File: config.mk
export PLATFORM = sky130hd
export DESIGN_NAME = bus_dest_regs
export DESIGN_NICKNAME = d
export VERILOG_FILES = /design/src/rtl/bus_dest_regs.sv
export SDC_FILE = /design/constraint.sdc
export NUM_CORES = 1
export LEC_CHECK = 0
export BUFFER_PORTS_ARGS = -buffer_cell sky130_fd_sc_hd__buf_2
export CAP_MARGIN = 20
export CORE_UTILIZATION = 40
export DETAILED_ROUTE_END_ITERATION = 16
export HOLD_SLACK_MARGIN = 0.08
export SLEW_MARGIN = 20
export SYNTH_ARGS = -nofsm -noshare
export SYNTH_HDL_FRONTEND = slang
export SYNTH_SLANG_ARGS = --single-unit
File: constraint.sdc
create_clock -name clk -period 2.3 [get_ports clk]
set_input_delay 0.115 -clock clk [delete_from_list [all_inputs] [get_ports clk]]
set_output_delay 0.115 -clock clk [all_outputs]
set_load 0.02 [all_outputs]
File: src/rtl/bus_dest_regs.sv
// Bus destination register file: six loadable/incrementable/clearable registers
// plus a single-entry memory write port driven by a two-state request FSM.
module bus_dest_regs #(
  parameter int WIDTH = 16
) (
  input  logic             clk,
  input  logic             rst,
  input  logic [WIDTH-1:0] bus_data,
  input  logic [2:0]       dest_sel,
  input  logic             ld,
  input  logic             inc,
  input  logic             clr,
  output logic [WIDTH-1:0] ar_q,
  output logic [WIDTH-1:0] pc_q,
  output logic [WIDTH-1:0] dr_q,
  output logic [WIDTH-1:0] ac_q,
  output logic [WIDTH-1:0] ir_q,
  output logic [WIDTH-1:0] tr_q,
  output logic             mem_wr_req,
  output logic [WIDTH-1:0] mem_wr_data,
  input  logic             mem_wr_ack,
  output logic             busy,
  output logic             o_dbg_state
);

  typedef enum logic {
    S_IDLE = 1'b0,
    S_REQ  = 1'b1
  } state_t;

  state_t           r_state;
  state_t           w_state_nxt;
  logic             w_latch;
  logic [WIDTH-1:0] r_mem_data;
  logic [WIDTH-1:0] r_regs [6];

  // Register file: index k holds destination code k+1 (AR, PC, DR, AC, IR, TR).
  always_ff @(posedge clk) begin
    for (int k = 0; k < 6; k++) begin
      if (rst) begin
        r_regs[k] <= '0;
      end else if (dest_sel == 3'(k + 1)) begin
        if (ld) begin
          r_regs[k] <= bus_data;
        end else if (inc) begin
          r_regs[k] <= r_regs[k] + 1'b1;
        end else if (clr) begin
          r_regs[k] <= '0;
        end
      end
    end
  end

  // Handshake: mem_wr_req acts as valid and mem_wr_ack as ready; the write
  // completes on the first edge where both are high, and data is held until then.
  always_comb begin
    w_state_nxt = r_state;
    w_latch     = 1'b0;
    case (r_state)
      S_IDLE: begin
        if (dest_sel == 3'b000 && ld) begin
          w_state_nxt = S_REQ;
          w_latch     = 1'b1;
        end
      end
      S_REQ: begin
        if (mem_wr_ack) begin
          w_state_nxt = S_IDLE;
        end
      end
      default: w_state_nxt = S_IDLE;
    endcase
  end

  always_ff @(posedge clk) begin
    if (rst) begin
      r_state    <= S_IDLE;
      r_mem_data <= '0;
    end else begin
      r_state <= w_state_nxt;
      if (w_latch) begin
        r_mem_data <= bus_data;
      end
    end
  end

  assign ar_q        = r_regs[0];
  assign pc_q        = r_regs[1];
  assign dr_q        = r_regs[2];
  assign ac_q        = r_regs[3];
  assign ir_q        = r_regs[4];
  assign tr_q        = r_regs[5];
  assign mem_wr_data = r_mem_data;
  assign mem_wr_req  = (r_state == S_REQ);
  assign busy        = (r_state == S_REQ);
  assign o_dbg_state = r_state;

endmodule
**Yosys cells after proc, flatten, opt, wreduce, memory -nomap -nowiden**

Memories as Yosys holds them, arrays and structs flattened.
Cells that the tools add are included.

- Logic and storage cells: 120
- Bits in read-only memories: 0
- Output and inout port bits: 115
- Latch bits: 0
- Bits in writable memories: 96
- Memories: 1
- Bits of input ports: 25
- Bits in registers: 17

Memory list:

| name | words | bits a word | read ports | clocked after memory_dff | write ports | line | RTL |
|---|---|---|---|---|---|---|---|
| r_regs | 6 | 16 | 6 | 0 | 6 | 35 | `logic [WIDTH-1:0] r_regs [6];` |

- Bitwise logic cells: 19
- Multiply operators: 0
- Divide/modulo/power cells: 0
- Reductions and logical operators: 2
- Order comparisons: 0
- $add $sub $neg: 6
- Eq/ne operators: 6
- Shifts and indexed selects: 0
- Mux-type cells: 84

Operator list:

| kind | count |
|---|---|
| 16-bit 2-to-1 mux | 18 |
| 16-bit by 1-bit adder with 16-bit output, second input constant | 6 |
| 1-bit 2-to-1 mux | 65 |
| 1-bit OR | 18 |
| 3-bit == test, second input constant | 3 |
| 3-bit by 2-bit == test with 1-bit output, second input constant | 2 |
| 3-bit by 1-bit == test with 1-bit output, second input constant | 1 |
| 3-bit logical NOT | 1 |
| 1-bit one-hot mux with 2 select lines | 1 |
| 1-bit logical AND | 1 |
| 1-bit NOT | 1 |

**Longest topological paths before layout**

Gate-level depths: netlist of run 1.

- Depth after elaboration: 7
- Depth in mapped cells: 7
- Mapped depth without buffers: 5

**Least setup slack after synthesis of run 1**

No wires, ideal clock.

- Kind: reg2reg
- From: memory r_regs[0][7]
- To: memory r_regs[0][14] (data pin)
- Library setup time: 135 ps
- Clock period less this slack: 1784 ps
- Arrival: 1649 ps
- Data required time: 2165 ps
- Stages on the path, launching flop included: 5
- Path buffers: 0
- Path slack: 516 ps
- Cells stage by stage: edfxtp_1 -> nand4_1 -> or3_1 -> or4_1 -> nand3_1

RTL lines:

| what | line |
|---|---|
| from (decl) | 35 |

==> flow_metrics.env, run 1 <==
export IMPL_p_seq_share_pct=43.9
export IMPL_netlist_area_um2=6330
export IMPL_core_area_um2=15300
export IMPL_setup_tns_ns=0
export IMPL_cts_tree="built"
export IMPL_globalRouteOverflowTotal=0
export IMPL_ir_drop_mv=0.534
export IMPL_grt_pass1_vias=5417
export IMPL_start_util_pct=41.3
export IMPL_drc_errors=0
export IMPL_intPower_mw=4.18
export IMPL_dieHeight_um=128
export IMPL_grt_max_degree=23
export IMPL_grt_usage_pct=25.3
export IMPL_worstRegToRegCells=4
export IMPL_p_total_mw=5.65
export IMPL_power_leakage_nw=2.98
export IMPL_antenna_found_initial=0
export IMPL_synth_area_leaders="edfxtp_1, xnor2_1, o22ai_1"
export IMPL_p_switching_mw=1.47
export IMPL_grt_setup_unrepaired="false"
export IMPL_swShare_pct=26.0
export IMPL_fin_cells=1002
export IMPL_finalCritPeriodShare_pct=84.0
export IMPL_path_delay_family="simple AND/OR/NAND/NOR gates"
export IMPL_ys_warn_count=0
export IMPL_synth_xor_area_share_pct=10.8
export IMPL_slew_viol_final=0
export IMPL_io_buffers=139
export IMPL_async_flop_share_pct=0
export IMPL_hold_buffers=16
export IMPL_clk_pin_slew_ns=0.05
export IMPL_syn_nets=648
export IMPL_cts_made_buffers=17
export IMPL_yosys_area_share_simple_pct=20.0
export IMPL_crit_cells=4
export IMPL_cts_buffer_depth=2
export IMPL_pwr_share_clk_pct=44.9
export IMPL_synth_largest_area_cell="edfxtp_1"
export IMPL_drt_vias_per_instance=5.75
export IMPL_cp_cell_sequence="nand4_1 > nor4_1 > mux2i_1 > nor2_1"
export IMPL_hold_path_class="primary input to flop"
export IMPL_crit_path_end_kind="flop"
export IMPL_syn_inst=617
export IMPL_path_class="flop to flop"
export IMPL_num_vias=5761
export IMPL_synth_mux_area_share_pct=3.00
export IMPL_wire_per_inst_um=20.1
export IMPL_drtIter0Drc=541
export IMPL_die_width_um=128
export IMPL_worst_pin_slew_ns=0.640
export IMPL_row_count=45
export IMPL_fmax_ghz=0.518
export IMPL_grt_pass1_wl_um=31000
export IMPL_drive_above_1_share_pct=23.7
export IMPL_synthAdderAreaFrac_pct=1.19
export IMPL_crit_fanout=9
export IMPL_die_area_um2=16300
export IMPL_synth_compound_area_share_pct=11.1
export IMPL_dp_cells=953
export IMPL_cap_violations=0
export IMPL_finalHoldViolCount=0
export IMPL_yosys_area_top_type_share_pct=45.5
export IMPL_critical_path_startpoint_type="flop"
export IMPL_ios=140
export IMPL_ctsResizeCount=0
export IMPL_worstPathArrival_ns=2.10
export IMPL_place_gp_congestion=0.833
export IMPL_cp_slowest_cell="nor4_1"
export IMPL_hold_depth=3
export IMPL_cts_setup_buffers=0
export IMPL_fin_crit_ns=1.93
export IMPL_pwr_share_comb_pct=11.2
export IMPL_cts_sinks=113
export IMPL_yosysSeqAreaShare_pct=50.9
export IMPL_clock_latency_ns=0.42
export IMPL_drt_pass1_iter_count=5
export IMPL_drt_wl_total_um=20100
export IMPL_fin_skew_ns=0.0101
export IMPL_cp_data_required_time_ns=2.47
export IMPL_final_fill_count=1474
export IMPL_synth_edff_count=96
export IMPL_max_stage_delay_ns=0.57
export IMPL_slew_limit_headroom_pct=57.2
export IMPL_synth_flop_cell="edfxtp_1"
export IMPL_ant_nets=0
export IMPL_status="finished, final reports clean"
export IMPL_crit_buf_inv=0
export IMPL_htreeDepth=4
export IMPL_syn_avg_cell_area_um2=10.3
export IMPL_finalSetupViolations=0
export IMPL_synth_top_family_by_area="simple AND/OR/NAND/NOR gates"
export IMPL_fin_nets=808
export IMPL_syn_to_final_growth_pct=26.4
export IMPL_ys_ff_latch=113
export IMPL_power_density_nw_per_um2=706
export IMPL_root_buffer="clkbuf_16"
export IMPL_hpwl_um=14000
export IMPL_yosys_cell_types_count=46
per-stage QoR:
stage	utilization, %	hold WS [ns]	setup slack (ns)	instance area, µm²
2_1_floorplan	-	0.262	0.516	6330
3_3_place_gp	47.5	0.424	0.423	7270
3_5_place_dp	47.5	0.425	0.383	7270
4_1_cts	52.2	0.112	0.378	8000
5_1_grt	52.2	0.114	0.169	8000
6_report	52.3	0.119	0.368	8000
cell usage after synthesis, types with 2 or more instances:
| cell | instances |
|---|---|
| o21ai_1 | 6 |
| clkbuf_1 | 19 |
| inv_1 | 14 |
| xor2_1 | 26 |
| edfxtp_1 | 96 |
| buf_4 | 3 |
| and2_1 | 4 |
| nand3b_1 | 2 |
| dfxtp_1 | 17 |
| buf_2 | 6 |
| o21bai_1 | 3 |
| nor3_1 | 17 |
| nand3_1 | 39 |
| ha_1 | 6 |
| mux2i_1 | 19 |
| o21ai_0 | 28 |
| o22ai_1 | 57 |
| nor4_1 | 19 |
| nand2_1 | 57 |
| nand2b_1 | 5 |
| nor2_1 | 35 |
| and3_1 | 9 |
| nand4_1 | 29 |
| a21o_1 | 3 |
| nor2b_1 | 2 |
| and4_1 | 11 |
| a21oi_1 | 15 |
| xnor2_1 | 52 |
per-layer routing:
metal  part of all wire (%)  up-vias  GRT usage, %
met3                    9.4       32          6.59
met5                      0        -             0
met4                    2.1        0          9.20
met2                     46      284          38.8
li1                       -     2666             -
met1                     42     2779          34.5
power by group through the flow:
stage,registers (mW),clock network (mW),logic (mW)
finish,2.48,2.53,0.634
global route,2.49,2.66,0.677
CTS,2.48,2.56,0.633
detailed placement,2.52,0,0.608
global placement,2.51,0,0.605
floorplan,2.61,0,0.228
area by class of cell:
class | instances | area, µm² | share of cell area, %
Antenna cell | 1 | 2.50 | 0.0313
Clock buffer | 26 | 510 | 6.38
Clock inverter | 6 | 55.1 | 0.688
Inverter | 14 | 52.6 | 0.657
Multi-Input combinational cell | 461 | 2930 | 36.6
Sequential cell | 113 | 3220 | 40.3
Tap cell | 211 | 264 | 3.30
Timing Repair Buffer | 170 | 968 | 12.1
cell families after synthesis:
family | after synthesis
adders and majority gates | 6
buffers and inverters | 43
AOI/OAI and AO/OA | 118
xor gates and xnor gates | 78
muxes | 19
DFF | 113
and+or+nand+nor | 240
cell usage in the layout (no fill, tap or decap), drive strengths merged, types with 4 or more instances in the layout:
master,Yosys,layout
buf,10,154
edfxtp,96,96
nand2,57,57
o22ai,57,57
xnor2,52,52
nand3,39,39
nor2,35,35
o21ai,34,34
nand4,29,29
xor2,26,26
clkbuf,19,26
nor4,19,19
mux2i,19,19
nor3,17,17
dfxtp,17,17
dlygate4sd3,0,16
a21oi,15,15
inv,14,14
and4,11,11
and3,9,9
ha,6,6
nand2b,5,5
clkinv,0,5
and2,4,4
final timing paths:
path,endpoint,slack [ns],from
worst min-delay path,mem_wr_data[15]$_SDFFE_PP0P_,0.12,bus_data[15]
worst max register to register,r_regs[4][15]$_SDFFCE_PP0P_,0.37,r_regs[4][3]$_SDFFCE_PP0P_
worst min register to register,mem_wr_data[12]$_SDFFE_PP0P_,0.49,mem_wr_data[12]$_SDFFE_PP0P_
worst max-delay path,r_regs[4][15]$_SDFFCE_PP0P_,0.37,r_regs[4][3]$_SDFFCE_PP0P_
sequential cells by signal, summed over array words and instances, names as in the netlist:
| signal | flops |
|---|---|
| mem_wr_data | 16 |
| busy | 1 |
| r_regs | 96 |
worst min-delay path, stage by stage:
cell and delay (ns):
buf_2 0.20, mux2i_1 0.10, nor2_1 0.08
Note: power is estimated with default switching activity, not from simulation.
==> run 2: changes to the inputs <==
==> constraint.sdc (replaced) <==
create_clock -name clk -period 1.7 [get_ports clk]
set_input_delay 0.085 -clock clk [delete_from_list [all_inputs] [get_ports clk]]
set_output_delay 0.085 -clock clk [all_outputs]
set_load 0.02 [all_outputs]
==> run 2 against run 1 <==
  * Largest power group unchanged
  * Worst setup slack lost 0.30 ns
  * Total power grew 37%
  * Fmax increased by 18%
  * Via count up 5.3%
  * Highest routed layer unchanged
  * Worst hold slack better by 0.012 ns
  * Utilization rose by 4.8 points
==> flow_metrics.env, run 2 (synthesis gave the netlist of run 1 again) <==
export IMPL_status="finished, final reports clean"
export IMPL_grt_usage_pct=25.8
export IMPL_cts_sinks=113
export IMPL_wire_per_inst_um=18.9
export IMPL_io_buffers=139
export IMPL_drc_errors=0
export IMPL_cp_cell_sequence="nand4_1 > nor4_1 > xnor2_1 > o22ai_1"
export IMPL_p_total_mw=7.74
export IMPL_dp_cells=1033
export IMPL_dieHeight_um=128
export IMPL_crit_cells=4
export IMPL_cap_violations=0
export IMPL_power_leakage_nw=3.38
export IMPL_slew_viol_final=0
export IMPL_fin_crit_ns=1.64
export IMPL_largest_reg_flops=96
export IMPL_core_area_um2=15300
export IMPL_fin_skew_ns=0.00916
export IMPL_regMostFlops="r_regs"
export IMPL_layout_common_cells="buf_2, buf_4, edfxtp_1"
export IMPL_worstRegToRegCells=4
export IMPL_die_width_um=128
export IMPL_cts_buffer_depth=2
export IMPL_worstPathArrival_ns=1.78
export IMPL_die_area_um2=16300
export IMPL_finalCritPeriodShare_pct=96.3
export IMPL_hpwl_um=14900
export IMPL_globalRouteOverflowTotal=0
export IMPL_hold_slack_ns=0.131
export IMPL_grt_pass1_vias=5725
export IMPL_syn_to_final_growth_pct=38.0
export IMPL_path_delay_family="simple AND/OR/NAND/NOR gates"
export IMPL_max_stage_delay_ns=0.41
export IMPL_clk_pin_slew_ns=0.05
export IMPL_grt_setup_unrepaired="true"
export IMPL_crit_fanout=6
export IMPL_finalHoldViolCount=0
export IMPL_place_gp_congestion=0.846
export IMPL_fin_util_pct=57.0
export IMPL_cts_made_buffers=17
export IMPL_num_vias=6069
export IMPL_worst_pin_slew_ns=0.719
export IMPL_critical_path_startpoint_type="flop"
export IMPL_drt_vias_per_instance=5.58
export IMPL_ir_drop_mv=0.675
export IMPL_path_class="flop to flop"
export IMPL_root_buffer="clkbuf_16"
export IMPL_antenna_found_initial=0
export IMPL_ios=140
export IMPL_drtIter0Drc=527
export IMPL_crit_buf_inv=0
export IMPL_cp_data_required_time_ns=1.85
export IMPL_start_util_pct=41.3
export IMPL_htreeDepth=4
export IMPL_final_common_cell="buf_2"
export IMPL_cts_tree="built"
export IMPL_hold_path_class="primary input to flop"
export IMPL_hold_depth=3
export IMPL_drive_above_1_share_pct=32.8
export IMPL_cp_slowest_cell="edfxtp_1"
export IMPL_grt_max_degree=19
export IMPL_clock_latency_ns=0.42
export IMPL_power_density_nw_per_um2=887
export IMPL_fin_cells=1088
export IMPL_grt_pass1_wl_um=31400
export IMPL_finalSetupViolations=0
export IMPL_drt_wl_total_um=20600
export IMPL_slew_limit_headroom_pct=52.1
export IMPL_crit_path_end_kind="flop"
export IMPL_drt_pass1_iter_count=5
export IMPL_ant_nets=0
export IMPL_fin_nets=893
export IMPL_row_count=45
export IMPL_fmax_ghz=0.611
[run 2: area by class of cell]
class	instances	area [µm²]
Antenna cell	2	5.00
Clock buffer	18	429
Clock inverter	14	123
Fill cell	1339	6580
Inverter	14	52.6
Multi-Input combinational cell	461	3020
Sequential cell	113	3220
Tap cell	211	264
Timing Repair Buffer	255	1620
[run 2: metal layers]
layer  up-vias  GRT usage, %  share of wire, %
met2       266          39.2                46
met3        26          5.97               7.6
met4         0          9.00               1.8
li1       2840             -                 -
met1      2937          36.0                45
met5         -             0                 0
[run 2: what timing repair did]
action	in CTS	in global routing
endpoints found under the hold margin	31	0
setup endpoints to repair	0	18
hold buffers	17	0
buffers inserted	0	4
resized for setup	0	15
[run 2: worst reg2reg max path, stage by stage (launching register included)]
cell and delay, ns:
edfxtp_1 0.41, nand4_1 0.33, nor4_1 0.39, xnor2_1 0.16, o22ai_1 0.09
[run 2: final timing paths]
| path | start | to | slack [ns] |
|---|---|---|---|
| setup / recovery | r_regs[5][0]$_SDFFCE_PP0P_ | r_regs[5][13]$_SDFFCE_PP0P_ | 0.06 |
| hold / removal | rst | mem_wr_data[10]$_SDFFE_PP0P_ | 0.13 |
| setup reg to reg | r_regs[5][0]$_SDFFCE_PP0P_ | r_regs[5][13]$_SDFFCE_PP0P_ | 0.06 |
| hold reg to reg | mem_wr_data[2]$_SDFFE_PP0P_ | mem_wr_data[2]$_SDFFE_PP0P_ | 0.49 |
[run 2: report_power, final]
part | switching [mW] | leakage, nW | total [mW] | internal [mW]
registers | 0.139 | 1.13 | 3.30 | 3.16
logic | 0.659 | 1.98 | 1.07 | 0.416
clock network | 1.26 | 0.265 | 3.37 | 2.11
[run 2: stage by stage]
stage	cell area (µm²)	TNS, ns	worst slack [ns]
after floorplan	6340	-0.0740	-0.0740
after global placement	7900	0	0.0727
after detailed placement	7900	0	0.00722
after CTS	8620	0	0.0164
after global routing	8730	-0.0408	-0.0336
final	8740	0	0.0632
==> run 3: changes to the inputs <==
--- a/config.mk
+++ b/config.mk
@@ -7,9 +7,12 @@
 export LEC_CHECK = 0
 export BUFFER_PORTS_ARGS = -buffer_cell sky130_fd_sc_hd__buf_2
 export CAP_MARGIN = 20
-export CORE_UTILIZATION = 40
+export CELL_PAD_IN_SITES_DETAIL_PLACEMENT = 0
+export CELL_PAD_IN_SITES_GLOBAL_PLACEMENT = 1
+export CORE_UTILIZATION = 38
 export DETAILED_ROUTE_END_ITERATION = 16
 export HOLD_SLACK_MARGIN = 0.08
+export PLACE_DENSITY_LB_ADDON = 0.1
 export SLEW_MARGIN = 20
 export SYNTH_ARGS = -nofsm -noshare
 export SYNTH_HDL_FRONTEND = slang
==> run 3 against run 2 <==
  * Die area is 5.2% higher
  * Wire length is 1.6% higher
  * Highest routed layer unchanged
  * Via count is 1.3% lower
  * Critical path depth is 1 higher
  * Critical path type unchanged
  * Non-clock buffer count is 5 lower
  * Global-route usage is 1.2 points lower
==> flow_metrics.env, run 3 (synthesis gave the netlist of run 1 again) <==
export IMPL_status="finished, final reports clean"
export IMPL_fin_cells=1086
export IMPL_grt_max_degree=17
export IMPL_globalRouteOverflowTotal=0
export IMPL_setup_tns_ns=0
export IMPL_grt_setup_unrepaired="true"
export IMPL_rrSetupSlack_ns=0.05
export IMPL_wire_per_inst_um=19.3
export IMPL_start_util_pct=39.4
export IMPL_grt_usage_pct=24.6
export IMPL_dieHeight_um=131
export IMPL_drc_errors=0
export IMPL_cap_violations=0
export IMPL_reg2reg_to="r_regs[5][15]$_SDFFCE_PP0P_"
export IMPL_num_vias=5993
export IMPL_worst_pin_slew_ns=0.543
export IMPL_power_leakage_nw=3.38
export IMPL_max_stage_delay_ns=0.42
export IMPL_finalCritPeriodShare_pct=97.0
export IMPL_worstRegToRegCells=5
export IMPL_drt_wl_total_um=20900
export IMPL_dp_cells=1028
export IMPL_regMostFlops="r_regs"
export IMPL_grtUsageMet1_pct=34.6
export IMPL_clock_latency_ns=0.41
export IMPL_antenna_found_initial=0
export IMPL_grtUsageMet2_pct=37.8
export IMPL_crit_path_start="r_regs[5][0]$_SDFFCE_PP0P_"
export IMPL_htreeDepth=4
export IMPL_die_width_um=131
export IMPL_cp_data_required_time_ns=1.84
export IMPL_fin_skew_ns=0.00745
export IMPL_die_area_um2=17200
export IMPL_path_class="flop to flop"
export IMPL_worstPathArrival_ns=1.79
export IMPL_final_common_cell="buf_2"
export IMPL_grt_use_met3_pct=5.32
export IMPL_grt_pass1_wl_um=30800
export IMPL_grt_pass1_vias=5473
export IMPL_drtIter0Drc=498
export IMPL_diodes=0
export IMPL_reg2reg_from="r_regs[5][0]$_SDFFCE_PP0P_"
export IMPL_slew_viol_final=0
export IMPL_hpwl_um=14800
export IMPL_finalHoldViolCount=0
export IMPL_crit_fanout=5
export IMPL_drive_above_1_share_pct=33.0
export IMPL_fin_nets=888
export IMPL_drt_vias_per_instance=5.52
export IMPL_crit_path_end_kind="flop"
export IMPL_cp_cell_sequence="nand4_1 > buf_4 > nor4_2 > xnor2_1 > o22ai_1"
export IMPL_fmax_ghz=0.606
export IMPL_ant_nets=0
export IMPL_cts_buffer_depth=2
export IMPL_drt_pass1_iter_count=5
export IMPL_crit_path_end="r_regs[5][15]$_SDFFCE_PP0P_"
export IMPL_syn_to_final_growth_pct=38.3
export IMPL_place_gp_congestion=0.854
export IMPL_ir_drop_mv=0.762
export IMPL_hold_depth=3
export IMPL_cts_sinks=113
export IMPL_busiest_layer="met2"
export IMPL_core_area_um2=16100
export IMPL_row_count=46
export IMPL_io_buffers=139
export IMPL_finalSetupViolations=0
export IMPL_cp_slowest_cell="edfxtp_1"
export IMPL_hold_path_class="primary input to flop"
export IMPL_cts_made_buffers=17
export IMPL_cts_tree="built"
export IMPL_ios=140
export IMPL_slew_limit_headroom_pct=63.7
export IMPL_final_fill_count=1447
export IMPL_fin_crit_ns=1.65
export IMPL_critical_path_startpoint_type="flop"
export IMPL_layout_common_cells="buf_2, edfxtp_1, buf_4"
export IMPL_fin_util_pct=54.5
export IMPL_clk_pin_slew_ns=0.05
export IMPL_root_buffer="clkbuf_16"
export IMPL_power_density_nw_per_um2=863
export IMPL_largest_reg_flops=96
==> run 3: final cells by class <==
class	count	area (µm²)	area share, %
Clock buffer	25	485	5.54
Clock inverter	7	33.8	0.386
Inverter	14	52.6	0.600
Multi-Input combinational cell	461	3080	35.2
Sequential cell	113	3220	36.8
Tap cell	216	270	3.09
Timing Repair Buffer	250	1610	18.4
==> run 3: repair_timing <==
item	CTS	global route
hold buffers	17	0
gates cloned	0	0
endpoints found under the setup margin	2	23
buffers inserted	0	9
gates resized for setup	2	24
endpoints found under the hold margin	28	0
pin swaps	0	7
==> run 3: critical path, delay by kind of cell (launching register included) <==
family	cells	cell delay, ns
DFF	1	0.42
buffers and inverters	1	0.20
and+or+nand+nor	2	0.47
xor gates and xnor gates	1	0.17
AOI/OAI and AO/OA	1	0.10
==> run 3: worst min-delay path by stage <==
stage                      start                            to  slack (ns)
detailed placement    mem_wr_ack               busy$_SDFF_PP0_        0.39
CTS                          rst   mem_wr_data[9]$_SDFFE_PP0P_        0.12
global route                 rst   mem_wr_data[9]$_SDFFE_PP0P_        0.15
global placement      mem_wr_ack               busy$_SDFF_PP0_        0.39
floorplan           bus_data[15]  mem_wr_data[15]$_SDFFE_PP0P_        0.23
finish                       rst   mem_wr_data[9]$_SDFFE_PP0P_        0.15
==> run 3: report_power, final <==
part	internal, mW	total [mW]	switching (mW)
clock network	1.95	3.18	1.23
logic	0.414	1.07	0.658
registers	3.16	3.31	0.144
total	5.53	7.56	2.03
==> run 3: layer usage <==
metal | share of wire, % | up-vias
met5 | 0 | -
met1 | 45 | 2898
li1 | - | 2827
met4 | 1.5 | 0
met3 | 7.0 | 25
met2 | 47 | 243
==> run 3: metrics by stage <==
step	setup slack (ns)	cell area, µm²	hold WS, ns	power, mW
CTS	0.0236	8550	0.123	7.55
detailed placement	-0.0390	7850	0.390	4.37
floorplan	-0.0740	6340	0.232	3.85
finish	0.0502	8760	0.145	7.56
global placement	-0.0152	7850	0.387	4.36
global route	-0.0311	8760	0.151	7.79
